<file path="src/rtl/chaining_record_tracker.sv">
// Writer-side chaining records: one slot per in-flight vector-writing instruction,
// with a 128-element "already written" mask exported to the read-side checkers.
module chaining_record_slot (
  input  logic         clock,
  input  logic         reset,
  input  logic         load,
  input  logic         alloc_vd_valid,
  input  logic [4:0]   alloc_vd,
  input  logic [2:0]   alloc_inst,
  input  logic         fresh_set,
  input  logic [6:0]   fresh_rel,
  input  logic         write_valid,
  input  logic [4:0]   write_vd,
  input  logic [3:0]   write_offset,
  input  logic [2:0]   write_inst,
  input  logic         retire_valid,
  input  logic [2:0]   retire_inst,
  output logic         valid,
  output logic         vd_valid,
  output logic [4:0]   vd,
  output logic [2:0]   inst_index,
  output logic [127:0] mask,
  output logic         write_tag_hit,
  output logic         write_hit,
  output logic         retire_hit
);
  logic [8:0] rel;

  // 9-bit wrap is intentional: writes below the base land far above 127 and are dropped.
  assign rel           = {write_vd, write_offset} - {vd, 4'h0};
  assign write_tag_hit = write_valid & valid & vd_valid & (inst_index == write_inst);
  assign write_hit     = write_tag_hit & (rel < 9'd128);
  assign retire_hit    = retire_valid & valid & (inst_index == retire_inst);

  always_ff @(posedge clock or negedge reset) begin
    if (!reset) begin
      valid      <= 1'b0;
      vd_valid   <= 1'b0;
      vd         <= '0;
      inst_index <= '0;
      mask       <= '0;
    end else if (load) begin
      valid      <= 1'b1;
      vd_valid   <= alloc_vd_valid;
      vd         <= alloc_vd;
      inst_index <= alloc_inst;
      mask       <= fresh_set ? (128'd1 << fresh_rel) : '0;
    end else if (retire_hit) begin
      valid    <= 1'b0;
      vd_valid <= 1'b0;
      mask     <= '0;
    end else if (write_hit) begin
      mask[rel[6:0]] <= 1'b1;
    end
  end
endmodule

module chaining_record_tracker #(
  parameter int RECORDS = 4
) (
  input  logic                   clock,
  input  logic                   reset,
  input  logic                   alloc_valid,
  output logic                   alloc_ready,
  input  logic                   alloc_bits_vd_valid,
  input  logic [4:0]             alloc_bits_vd,
  input  logic [2:0]             alloc_bits_instIndex,
  input  logic                   write_valid,
  input  logic [4:0]             write_bits_vd,
  input  logic [3:0]             write_bits_offset,
  input  logic [2:0]             write_bits_instIndex,
  input  logic                   retire_valid,
  input  logic [2:0]             retire_bits_instIndex,
  output logic [RECORDS-1:0]     record_valid,
  output logic [RECORDS-1:0]     record_vd_valid,
  output logic [5*RECORDS-1:0]   record_vd,
  output logic [3*RECORDS-1:0]   record_instIndex,
  output logic [128*RECORDS-1:0] record_elementMask,
  output logic                   empty,
  output logic                   error
);
  logic [RECORDS-1:0] load, write_tag_hit, write_hit, retire_hit, dup;
  logic               alloc_fire, found, fresh_set, error_next;
  logic [8:0]         fresh_rel;

  assign alloc_ready = ~&record_valid;
  assign empty       = ~|record_valid;
  assign alloc_fire  = alloc_valid & alloc_ready;

  // A write racing the alloc of its own tag seeds the new slot's mask.
  assign fresh_rel = {write_bits_vd, write_bits_offset} - {alloc_bits_vd, 4'h0};
  assign fresh_set = alloc_fire & write_valid & alloc_bits_vd_valid &
                     (write_bits_instIndex == alloc_bits_instIndex) &
                     ~|write_tag_hit & (fresh_rel < 9'd128);

  always_comb begin
    load  = '0;
    found = 1'b0;
    for (int i = 0; i < RECORDS; i++) begin
      if (!record_valid[i] && !found) begin
        load[i] = alloc_fire;
        found   = 1'b1;
      end
    end
  end

  // A tag being retired this cycle is free for reuse, so it is not a duplicate.
  always_comb begin
    for (int i = 0; i < RECORDS; i++)
      dup[i] = record_valid[i] & ~retire_hit[i] &
               (record_instIndex[3*i +: 3] == alloc_bits_instIndex);
  end

  assign error_next = (alloc_fire & |dup) |
                      (write_valid & ~|write_hit & ~fresh_set) |
                      (retire_valid & ~|retire_hit);

  always_ff @(posedge clock or negedge reset) begin
    if (!reset)          error <= 1'b0;
    else if (error_next) error <= 1'b1;
  end

  for (genvar i = 0; i < RECORDS; i++) begin : g_slot
    chaining_record_slot u_slot (
      .clock          (clock),
      .reset          (reset),
      .load           (load[i]),
      .alloc_vd_valid (alloc_bits_vd_valid),
      .alloc_vd       (alloc_bits_vd),
      .alloc_inst     (alloc_bits_instIndex),
      .fresh_set      (fresh_set),
      .fresh_rel      (fresh_rel[6:0]),
      .write_valid    (write_valid),
      .write_vd       (write_bits_vd),
      .write_offset   (write_bits_offset),
      .write_inst     (write_bits_instIndex),
      .retire_valid   (retire_valid),
      .retire_inst    (retire_bits_instIndex),
      .valid          (record_valid[i]),
      .vd_valid       (record_vd_valid[i]),
      .vd             (record_vd[5*i +: 5]),
      .inst_index     (record_instIndex[3*i +: 3]),
      .mask           (record_elementMask[128*i +: 128]),
      .write_tag_hit  (write_tag_hit[i]),
      .write_hit      (write_hit[i]),
      .retire_hit     (retire_hit[i])
    );
  end
endmodule

</file>
<file path="config.mk">
export PLATFORM = sky130hd
export DESIGN_NAME = chaining_record_tracker
export DESIGN_NICKNAME = d
export VERILOG_FILES = /design/src/rtl/chaining_record_tracker.sv
export SDC_FILE = /design/constraint.sdc
export NUM_CORES = 1
export LEC_CHECK = 0
export ABC_CLOCK_PERIOD_IN_PS = 4380
export CORE_ASPECT_RATIO = 0.9
export CORE_MARGIN = 2
export CORE_UTILIZATION = 40
export CTS_BUF_LIST = sky130_fd_sc_hd__clkbuf_2 sky130_fd_sc_hd__clkbuf_4 sky130_fd_sc_hd__clkbuf_8
export DETAILED_ROUTE_END_ITERATION = 16
export GPL_TIMING_DRIVEN = 0
export HOLD_SLACK_MARGIN = 0.05
export SETUP_SLACK_MARGIN = 0.5
export SLEW_MARGIN = 20
export SYNTH_ARGS = -nofsm -noshare
export SYNTH_HDL_FRONTEND = slang
export SYNTH_HIERARCHICAL = 1
export SYNTH_SLANG_ARGS = --single-unit
</file>
<file path="constraint.sdc">
create_clock -name clock -period 4.38 [get_ports clock]
set_clock_uncertainty 0.05 [all_clocks]
set_input_delay 0.438 -clock clock [delete_from_list [all_inputs] [get_ports clock]]
set_output_delay 0.438 -clock clock [all_outputs]
set_load 0.01 [all_outputs]
</file>
; Yosys cells after proc, flatten, opt, wreduce, memory -nomap -nowiden
; Index checks and enable logic that the tools add are counted.
[op_classes]
n_addsub = 5
magnitude_cmp = 13
eq_ne = 13
n_shift = 1
muxes = 40
n_bitwise = 53
reduce_logical = 31
[ops]
columns = operator, count
row1 = 128-bit 2-to-1 mux, 13
row2 = 128-bit bitwise OR, 4
row3 = "1-bit by 7-bit << shifter with 128-bit output, first input constant", 1
row4 = "9-bit by 8-bit less-than comparator with 1-bit output, second input constant", 5
row5 = 9-bit subtractor, 5
row6 = 1-bit AND, 42
row7 = 3-bit == test, 13
row8 = "7-bit by 8-bit less-than comparator with 1-bit output, second input constant", 4
row9 = 1-bit demux with 7-bit select, 4
row10 = "7-bit by 1-bit greater-or-equal comparator with 1-bit output, second input constant", 4
row11 = 1-bit 2-to-1 mux, 23
row12 = 4-bit OR reduction, 5
row13 = 3-bit nonzero test, 4
row14 = 1-bit zero test, 10
row15 = 2-bit nonzero test, 4
row16 = 1-bit logical AND, 7
row17 = 1-bit NOT, 5
row18 = 4-bit AND reduction, 1
row19 = 1-bit bitwise OR, 2
[totals]
register_bits = 553
input_bits = 29
elab_cells = 177

; Depth between registers and ports, before layout
; Gate-level depths: netlist of the first run.
[logic_depth]
word_depth = 12
mapped_depth = 14

; Hierarchy
; Netlist of the first run, hierarchy kept.
[by_module_without_submodules]
columns = module, n_inst, cells_per_inst, area_per_inst_um2, seq_area_each_um2
row1 = chaining_record_slot at g_slot[1].u_slot ..., 2, 1013, 8624.5, 3453.3
row2 = chaining_record_slot at g_slot[3].u_slot, 1, 870, 8717.1, 3453.3
row3 = chaining_record_slot at g_slot[0].u_slot, 1, 870, 7920.1, 3453.3
row4 = chaining_record_tracker, 1, 72, 553.0, 25.0

; Worst setup path before layout of the first run
; Ideal clock, no wire load.
[synth_path]
path_kind = in2reg
from = input write_bits_vd[0]
to = register g_slot[1].u_slot.mask[12]
setup_ns = 0.087
t_arrival_ns = 3.162
t_required_ns = 4.243
path_slack_ns = 1.081
cell_stages = 13
path_buffers = 2
path_cell_list = inv_1 > ha_1 > fa_1 > nand2b_1 > a21oi_1 > xnor2_1 > nor4_4 > nor3b_1 > and2_1 > clkbuf_1 > clkbuf_1 > a21oi_1 > a211oi_2
[synth_rtl]
columns = element, line
row1 = start: declaration, 69  ; input logic [4:0] write_bits_vd,
row2 = 9-bit subtractor, 91  ; assign fresh_rel = {write_bits_vd, write_bits_offset} - {alloc_bits_vd, 4'h0};
row3 = 9-bit by 8-bit less-than comparator with 1-bit output, 94  ; ~|write_tag_hit & (fresh_rel < 9'd128);
row4 = 1-bit AND, 94
row5 = named net fresh_set, 83  ; logic alloc_fire, found, fresh_set, error_next;
row6 = 128-bit 2-to-1 mux, 47  ; mask <= fresh_set ? (128'd1 << fresh_rel) : '0;
row7 = 128-bit 2-to-1 mux, 42  ; end else if (load) begin
row8 = end signal: assignment, 47
row9 = end: declaration, 22  ; output logic [127:0] mask,
; The timed path passes the listed nets, and every way through them passes these cells. The select of a mux whose other input is x is not followed.
; A chain may end at the register's enable or synchronous reset.

; Worst setup path after layout of the first run
[layout_path]
from = input alloc_bits_vd[1]
to = register g_slot[3].u_slot.mask[37]
[layout_between]
elab_chain_cells = 5
[layout_lines]
columns = element, line
row1 = start: declaration, 66  ; input logic [4:0] alloc_bits_vd,
row2 = 9-bit subtractor, 91
row3 = 9-bit by 8-bit less-than comparator with 1-bit output, 94
row4 = 1-bit AND, 94
row5 = named net fresh_set, 83
row6 = 128-bit 2-to-1 mux, 47
row7 = 128-bit 2-to-1 mux, 42
row8 = end signal: assignment, 47
row9 = end: declaration, 22
; The timed path passes the listed nets, and every way through them passes these cells.

==> results of run 1 <==
==> layout by cell type, fill, tap and decap left out, types with 88 or more instances in the layout <==
master / netlist / layout
nor2_1: 811 / 811
clkdlybuf4s50_1: 0 / 575
dfrtp_1: 553 / 553
a21oi_1: 499 / 499
a211oi_1: 331 / 331
o22ai_1: 257 / 257
a221oi_1: 250 / 250
a211oi_2: 181 / 181
clkbuf_1: 198 / 176
buf_2: 130 / 134
clkbuf_8: 0 / 132
nand2_1: 88 / 88
==> final cells by class <==
type | instances | area (sq um)
clock buffers | 174 | 2130
plain buffers | 431 | 2510
well taps | 1144 | 1430
multi-input cells | 2813 | 18000
inverters | 41 | 154
flip-flops and latches | 553 | 13800
fillers | 8033 | 41300
diodes | 3 | 7.51
clock inverters | 11 | 68.8
repair buffers | 598 | 6140
==> per-stage QoR <==
| step | worst slack, ns | cell area [sq um] |
|---|---|---|
| floorplan | 1.08 | 34400 |
| global placement | -24.01 | 41700 |
| detailed placement | -0.920 | 42000 |
| CTS | 0.507 | 44300 |
| global route | 0.489 | 44300 |
| finish | 0.631 | 44300 |
==> sequential cells by signal (all words and copies together) (netlist names) <==
register                  cells
error                         1
g_slot.u_slot/inst_index     12
g_slot.u_slot/mask          512
g_slot.u_slot/valid           4
g_slot.u_slot/vd             20
g_slot.u_slot/vd_valid        4
==> what timing repair did <==
| action | CTS | global route |
|---|---|---|
| cloned | 0 | 0 |
| setup endpoints to repair | 361 | 339 |
| endpoints found under the hold margin | 78 | 0 |
| gates resized for setup | 19 | 30 |
| hold buffers | 1 | 0 |
| pin swaps | 1 | 0 |
| setup buffers | 1 | 0 |
==> kinds of logic (layout without fill, tap and decap cells) <==
logic type,count (synthesis),in the layout,synth area share (%)
compound gates,1588,1588,33.8
xor+xnor,56,56,1.51
simple gates,1124,1124,15.2
flops,553,553,40.2
buf+inv,472,1255,7.67
fa+ha+maj,25,25,1.02
other cells,0,3,0
mux,20,20,0.654
==> metal layers <==
layer / global-route usage [%] / share of wire, %
met1: 49.2 / 42
met2: 50.2 / 43
met3: 8.16 / 11
met4: 13.9 / 4.2
met5: 0 / 0.0082
==> worst max path at each step <==
stage | start | end | slack (ns) | cells past startpoint
after floorplan | write_bits_vd[0] | g_slot[1].u_slot/mask[12] | 1.08 | 13
after detailed placement | write_bits_vd[1] | g_slot[2].u_slot/mask[44] | -0.92 | 14
after global placement | reset | g_slot[3].u_slot/mask[50] | -24.01 | 1
final | alloc_bits_vd[1] | g_slot[3].u_slot/mask[37] | 0.63 | 12
after CTS | alloc_bits_vd[0] | g_slot[2].u_slot/mask[104] | 0.51 | 14
after global routing | write_bits_vd[2] | g_slot[3].u_slot/mask[99] | 0.49 | 12
==> power by group through the flow <==
stage	logic [uW]	registers, uW	clock network (uW)
4_1_cts	7530	5670	5560
5_1_grt	8320	5710	5770
3_3_place_gp	7380	5770	0
2_1_floorplan	4970	5750	0
6_report	7710	5680	5500
3_5_place_dp	7510	5750	0
==> metrics.txt, run 1 <==
Synth async-reset ratio 100%; GRT Resource Usage Total 34.5%; dpl cells ~5.6k; Power Total 18900 uW; area leader, netlist dfrtp_1; Finished Core Util a little over 50%; depth of the worst register-to-register path 12; DP HPWL 113 mm; Final min period 3.75 ns; first-pass GRT wire length 232 mm; Port-buffer cells slightly below 600; Post-synth EDFFs 0; Fin Hold WS 0.246 ns; FF+latch count, synth approximately 550; RePlAce Congestion 0.922; Synth Area per Inst 8.97 sq um; Fmax 267 MHz; internal power 10900 uW; Die Ht 282 microns; Hold Fails Final Rpt 0; switching portion of total power 42.0%; die area 88500 sq um; Skew-Pair Late Insertion Delay 0.75 ns; total CTS buffers 102; top post-synthesis cells by area dfrtp_1 40%, nor2_1 8.8%, a21oi_1 7.3%; Final ANT Viol Nets 0; FF-to-FF setup slack 0.71 ns; CTS sink cnt 553; share of layout cells above drive strength 1 ~17%; leakage around 0.016 uW; Post-synth top cells 811 x nor2_1, 553 x dfrtp_1, 499 x a21oi_1; Finish-stage setup viols 0; cell count after synthesis 3838; initial antenna violation count 4; Core Footprint 85600 sq um; Critical Path RT 4.95 ns; vias in the first global route 34.6k; Congestion Overflow GR 0; Rel. slew slack about 18%; routed via count 36.7k; synthesis-to-finish area growth 28.7%; Clock Path Buffers 3; combinational share of power about two fifths; CTS tree built; CP Max Fanout 10; Synth Cell Area 34400 sq um; family with the most delay on the worst path simple AND/OR/NAND/NOR gates; CTS clk-pin slew, worst paths 0.06 ns; status completed; syn nets 3892; proportion of netlist area held by the largest area contributor 40.2%; Residual DRC 0; Starting Density around 40%; Row Count 102; max_cap viols 0; slowest CP cell clkdlybuf4s50_1; vias per cell 6.36; Main synth FF type dfrtp_1; Hold Crit Class input port to async pin; Netlist cell types just over 70; Seq/Total Area, Yosys 40.2%; crit share post-route 85.6%; setup TNS 0 ns; final net count between 4k and 5k; Die Span X 313 microns; Cell Count, Final, Fillers Out a little under 6k; Ys Warns 6; RSZ-0062 raised after global routing false; r2r startpoint g_slot[1].u_slot/valid; startpoint types input port; CTS H-tree depth 3; Setup CP Type input port to flop; Total Routed Length between 150 and 200 mm; routed wire length per instance 27.5 microns; First DRT Iteration DRCs 4630; most common cell in the netlist nor2_1; measured slew at the worst slew-check pin 1.23 ns; Detailed Routing Iterations Pass 1 6; pwr/cell area ~430 nW/um^2; clock power share between 20% and 30%; Seq pwr share 30.1%; R2R Path End g_slot[2].u_slot/mask[45]; Slew Viols, Final 0; CP Cell Sequence clkdlybuf4s50_1 > fa_1 > nand2b_1 > a21oi_1 > xnor2_1 > nor4_4 > buf_6 > or3b_2 > nor2_1 > buf_2 > a221oi_1 > a211oi_1; root buffer cell clkbuf_8; CP peak stage delay 0.66 ns; pin count of the biggest net entering global routing 95; crit path buf inv count 3; Max rail drop VDD between 0.0002 and 0.00025 V; Worst Setup End Kind flop; P_sw 7940 uW; Arrival @ worst endpoint 4.32 ns; Ports 584
No activity file was read; power rests on OpenSTA's default activity.
==> run 2, diff against run 1 <==
--- a/config.mk
+++ b/config.mk
@@ -10,11 +10,11 @@
 export CORE_MARGIN = 2
 export CORE_UTILIZATION = 40
 export CTS_BUF_LIST = sky130_fd_sc_hd__clkbuf_2 sky130_fd_sc_hd__clkbuf_4 sky130_fd_sc_hd__clkbuf_8
+export CTS_CLUSTER_DIAMETER = 120
 export DETAILED_ROUTE_END_ITERATION = 16
 export GPL_TIMING_DRIVEN = 0
 export HOLD_SLACK_MARGIN = 0.05
 export SETUP_SLACK_MARGIN = 0.5
-export SLEW_MARGIN = 20
 export SYNTH_ARGS = -nofsm -noshare
 export SYNTH_HDL_FRONTEND = slang
 export SYNTH_HIERARCHICAL = 1
==> run 2 against run 1 <==
The run now ends with max-capacitance violations, max-slew violations left. Cell area down 0.40%. Clock-buffer cell count down 16. Utilization down 0.21 points. Global-route usage down 0.053 points. Final cell count down 0.28%. Fmax up 0.73%. Setup slack better by 0.027 ns. Hold slack worse by 0.026 ns. Combinational power about the same. Register-to-register slack about the same. Largest power group unchanged.
==> metrics.txt, run 2 (synthesis gave the netlist of run 1 again) <==
status complete, but fails checks (was completed); failing checks max-capacitance violations, max-slew violations; Row Count 102 (unchanged); design area 44200 sq um (was 44300 sq um); CTS sink cnt 553 (unchanged); crit share post-route 85.0% (was 85.6%); CTS tree built (unchanged); pin count of the biggest net entering global routing 108 (was 95); RSZ-0062 raised after global routing false (unchanged); measured slew at the worst slew-check pin 1.55 ns (was 1.23 ns); Worst Setup End Kind flop (unchanged); DP HPWL 113 mm (about the same); CTS clk-pin slew, worst paths 0.06 ns (about the same); share of layout cells above drive strength 1 16.4% (was 16.7%); CTS H-tree depth 3 (unchanged); commonest non-fill, non-tap cell in the layout nor2_1 (unchanged); Critical Path RT 4.97 ns (was 4.95 ns); Max rail drop VDD 0.000285 V (was 0.000237 V); Die Span X 313 microns (unchanged); die area 88500 sq um (unchanged); final net count 4592 (was 4594); vias in the first global route 34.5k (was 34.6k); Detailed Routing Iterations Pass 1 7 (was 6); area occupied by multi-input gates 18000 sq um (about the same); Finish-stage setup viols 0 (unchanged); Largest regs g_slot.u_slot/mask: 512 flops, g_slot.u_slot/vd: 20 flops, g_slot.u_slot/inst_index: 12 flops (unchanged); GRT Resource Usage Total 34.5% (about the same); Arrival @ worst endpoint 4.31 ns (was 4.32 ns); Port-buffer cells 583 (unchanged); Clock Path Buffers 3 (unchanged); root buffer cell clkbuf_8 (unchanged); Fmax 269 MHz (was 267 MHz); pwr/cell area 423 nW/um^2 (was 426 nW/um^2); max_cap viols 2 (was 0); Total Routed Length 158 mm (was 159 mm); Die Ht 282 microns (unchanged); Ports 584 (unchanged); Congestion Overflow GR 0 (unchanged); max FFs per register 512 (unchanged); leakage 0.0163 uW (was 0.0164 uW); total CTS buffers 102 (unchanged); First DRT Iteration DRCs 4582 (was 4630); routed wire length per instance 27.4 microns (was 27.5 microns); CP peak stage delay 0.82 ns (was 0.66 ns); Hold Fails Final Rpt 0 (unchanged); CP Cell Sequence clkdlybuf4s50_1 > fa_1 > xnor2_2 > buf_8 > and3_1 > and2_1 > buf_2 > clkbuf_1 > a21oi_1 > a211oi_1 (was clkdlybuf4s50_1 > fa_1 > nand2b_1 > a21oi_1 > xnor2_1 > nor4_4 > buf_6 > or3b_2 > nor2_1 > buf_2 > a221oi_1 > a211oi_1); routed via count 36.5k (was 36.7k); most frequent cells in the layout 810 x nor2_1, 575 x clkdlybuf4s50_1, 553 x dfrtp_1 (was 811 x nor2_1, 575 x clkdlybuf4s50_1, 553 x dfrtp_1); Fillers 8071 (was 8033); Final min period 3.72 ns (was 3.75 ns); Residual DRC 0 (unchanged); Register Area 13800 sq um (unchanged); initial antenna violation count 6 (was 4); Final ANT Viol Nets 0 (unchanged); slowest CP cell xnor2_2 (was clkdlybuf4s50_1); Finished Core Util 51.6% (was 51.8%); Slew Viols, Final 9 (was 0); Starting Density 40.2% (unchanged); startpoint types input port (unchanged); synthesis-to-finish area growth 28.2% (was 28.7%); CP Max Fanout 10 (unchanged); Rel. slew slack -3.36% (was 17.5%); Setup CP Type input port to flop (unchanged); Core Footprint 85600 sq um (unchanged); RePlAce Congestion 0.922 (unchanged); Skew-Pair Late Insertion Delay 0.76 ns (was 0.75 ns); first-pass GRT wire length 232 mm (about the same); Largest Register g_slot.u_slot/mask (unchanged); dpl cell area 42000 sq um (about the same); vias per cell 6.35 (was 6.36); Hold Crit Class input port to async pin (unchanged)
## run 2: final cells by class
type	count	area share (%)
diodes	3	0.0170
repair buffers	596	13.8
clock buffers	158	4.49
inverters	41	0.354
well taps	1144	3.24
plain buffers	431	5.71
flip-flops and latches	553	31.3
clock inverters	13	0.232
multi-input cells	2813	40.8
## run 2: metrics by stage
step	setup WS [ns]	TNS, ns	cells	hold slack (ns)	power, uW
floorplan	1.08	0	3838	0.0924	10700
global placement	-24.01	-	5565	0.482	13200
detailed placement	-0.882	-196.54	5576	0.425	13200
CTS	0.446	0	5749	0.221	18600
global route	0.507	0	5751	0.209	19600
finish	0.658	0	5752	0.220	18700
## run 2: timing repair
item	CTS	global route
buffers inserted	1	0
gates resized for setup	18	44
hold buffers	1	0
hold endpoints to repair	75	0
pin swaps	1	0
endpoints found under the setup margin	448	383
## run 2: path summary, 6_finish.rpt
path                                                  end              startpoint  cells past startpoint  slack, ns
worst min register to register     g_slot[1].u_slot/vd[4]  g_slot[1].u_slot/vd[4]                      1       0.51
min in group clock                 g_slot[2].u_slot/vd[0]        alloc_bits_vd[0]                      2       0.23
worst max register to register  g_slot[2].u_slot/mask[45]  g_slot[1].u_slot/valid                     12       0.72
worst min-delay path            g_slot[2].u_slot/mask[19]                   reset                      2       0.22
worst max-delay path            g_slot[1].u_slot/mask[94]        alloc_bits_vd[1]                     10       0.66
max in group asynchronous          g_slot[1].u_slot/valid                   reset                      4       2.43
## run 2: routing by layer
layer	global-route usage (%)	part of all wire (%)
met1	48.8	42
met2	49.9	43
met3	9.16	11
met4	13.4	4.0
met5	0	0.015
## run 2: power breakdown
group	internal (uW)	total, uW	switching [uW]
Combinational	2570	7690	5120
Clock	2900	5320	2420
Sequential	5340	5680	342
Total	10800	18700	7880
## run 2: worst max-delay path: cells and delay by family
family          cells  cell delay (ns)
fa+ha+maj           1             0.57
buf+inv             4             1.68
xor+xnor            1             0.82
simple gates        2             0.37
compound gates      2             0.42
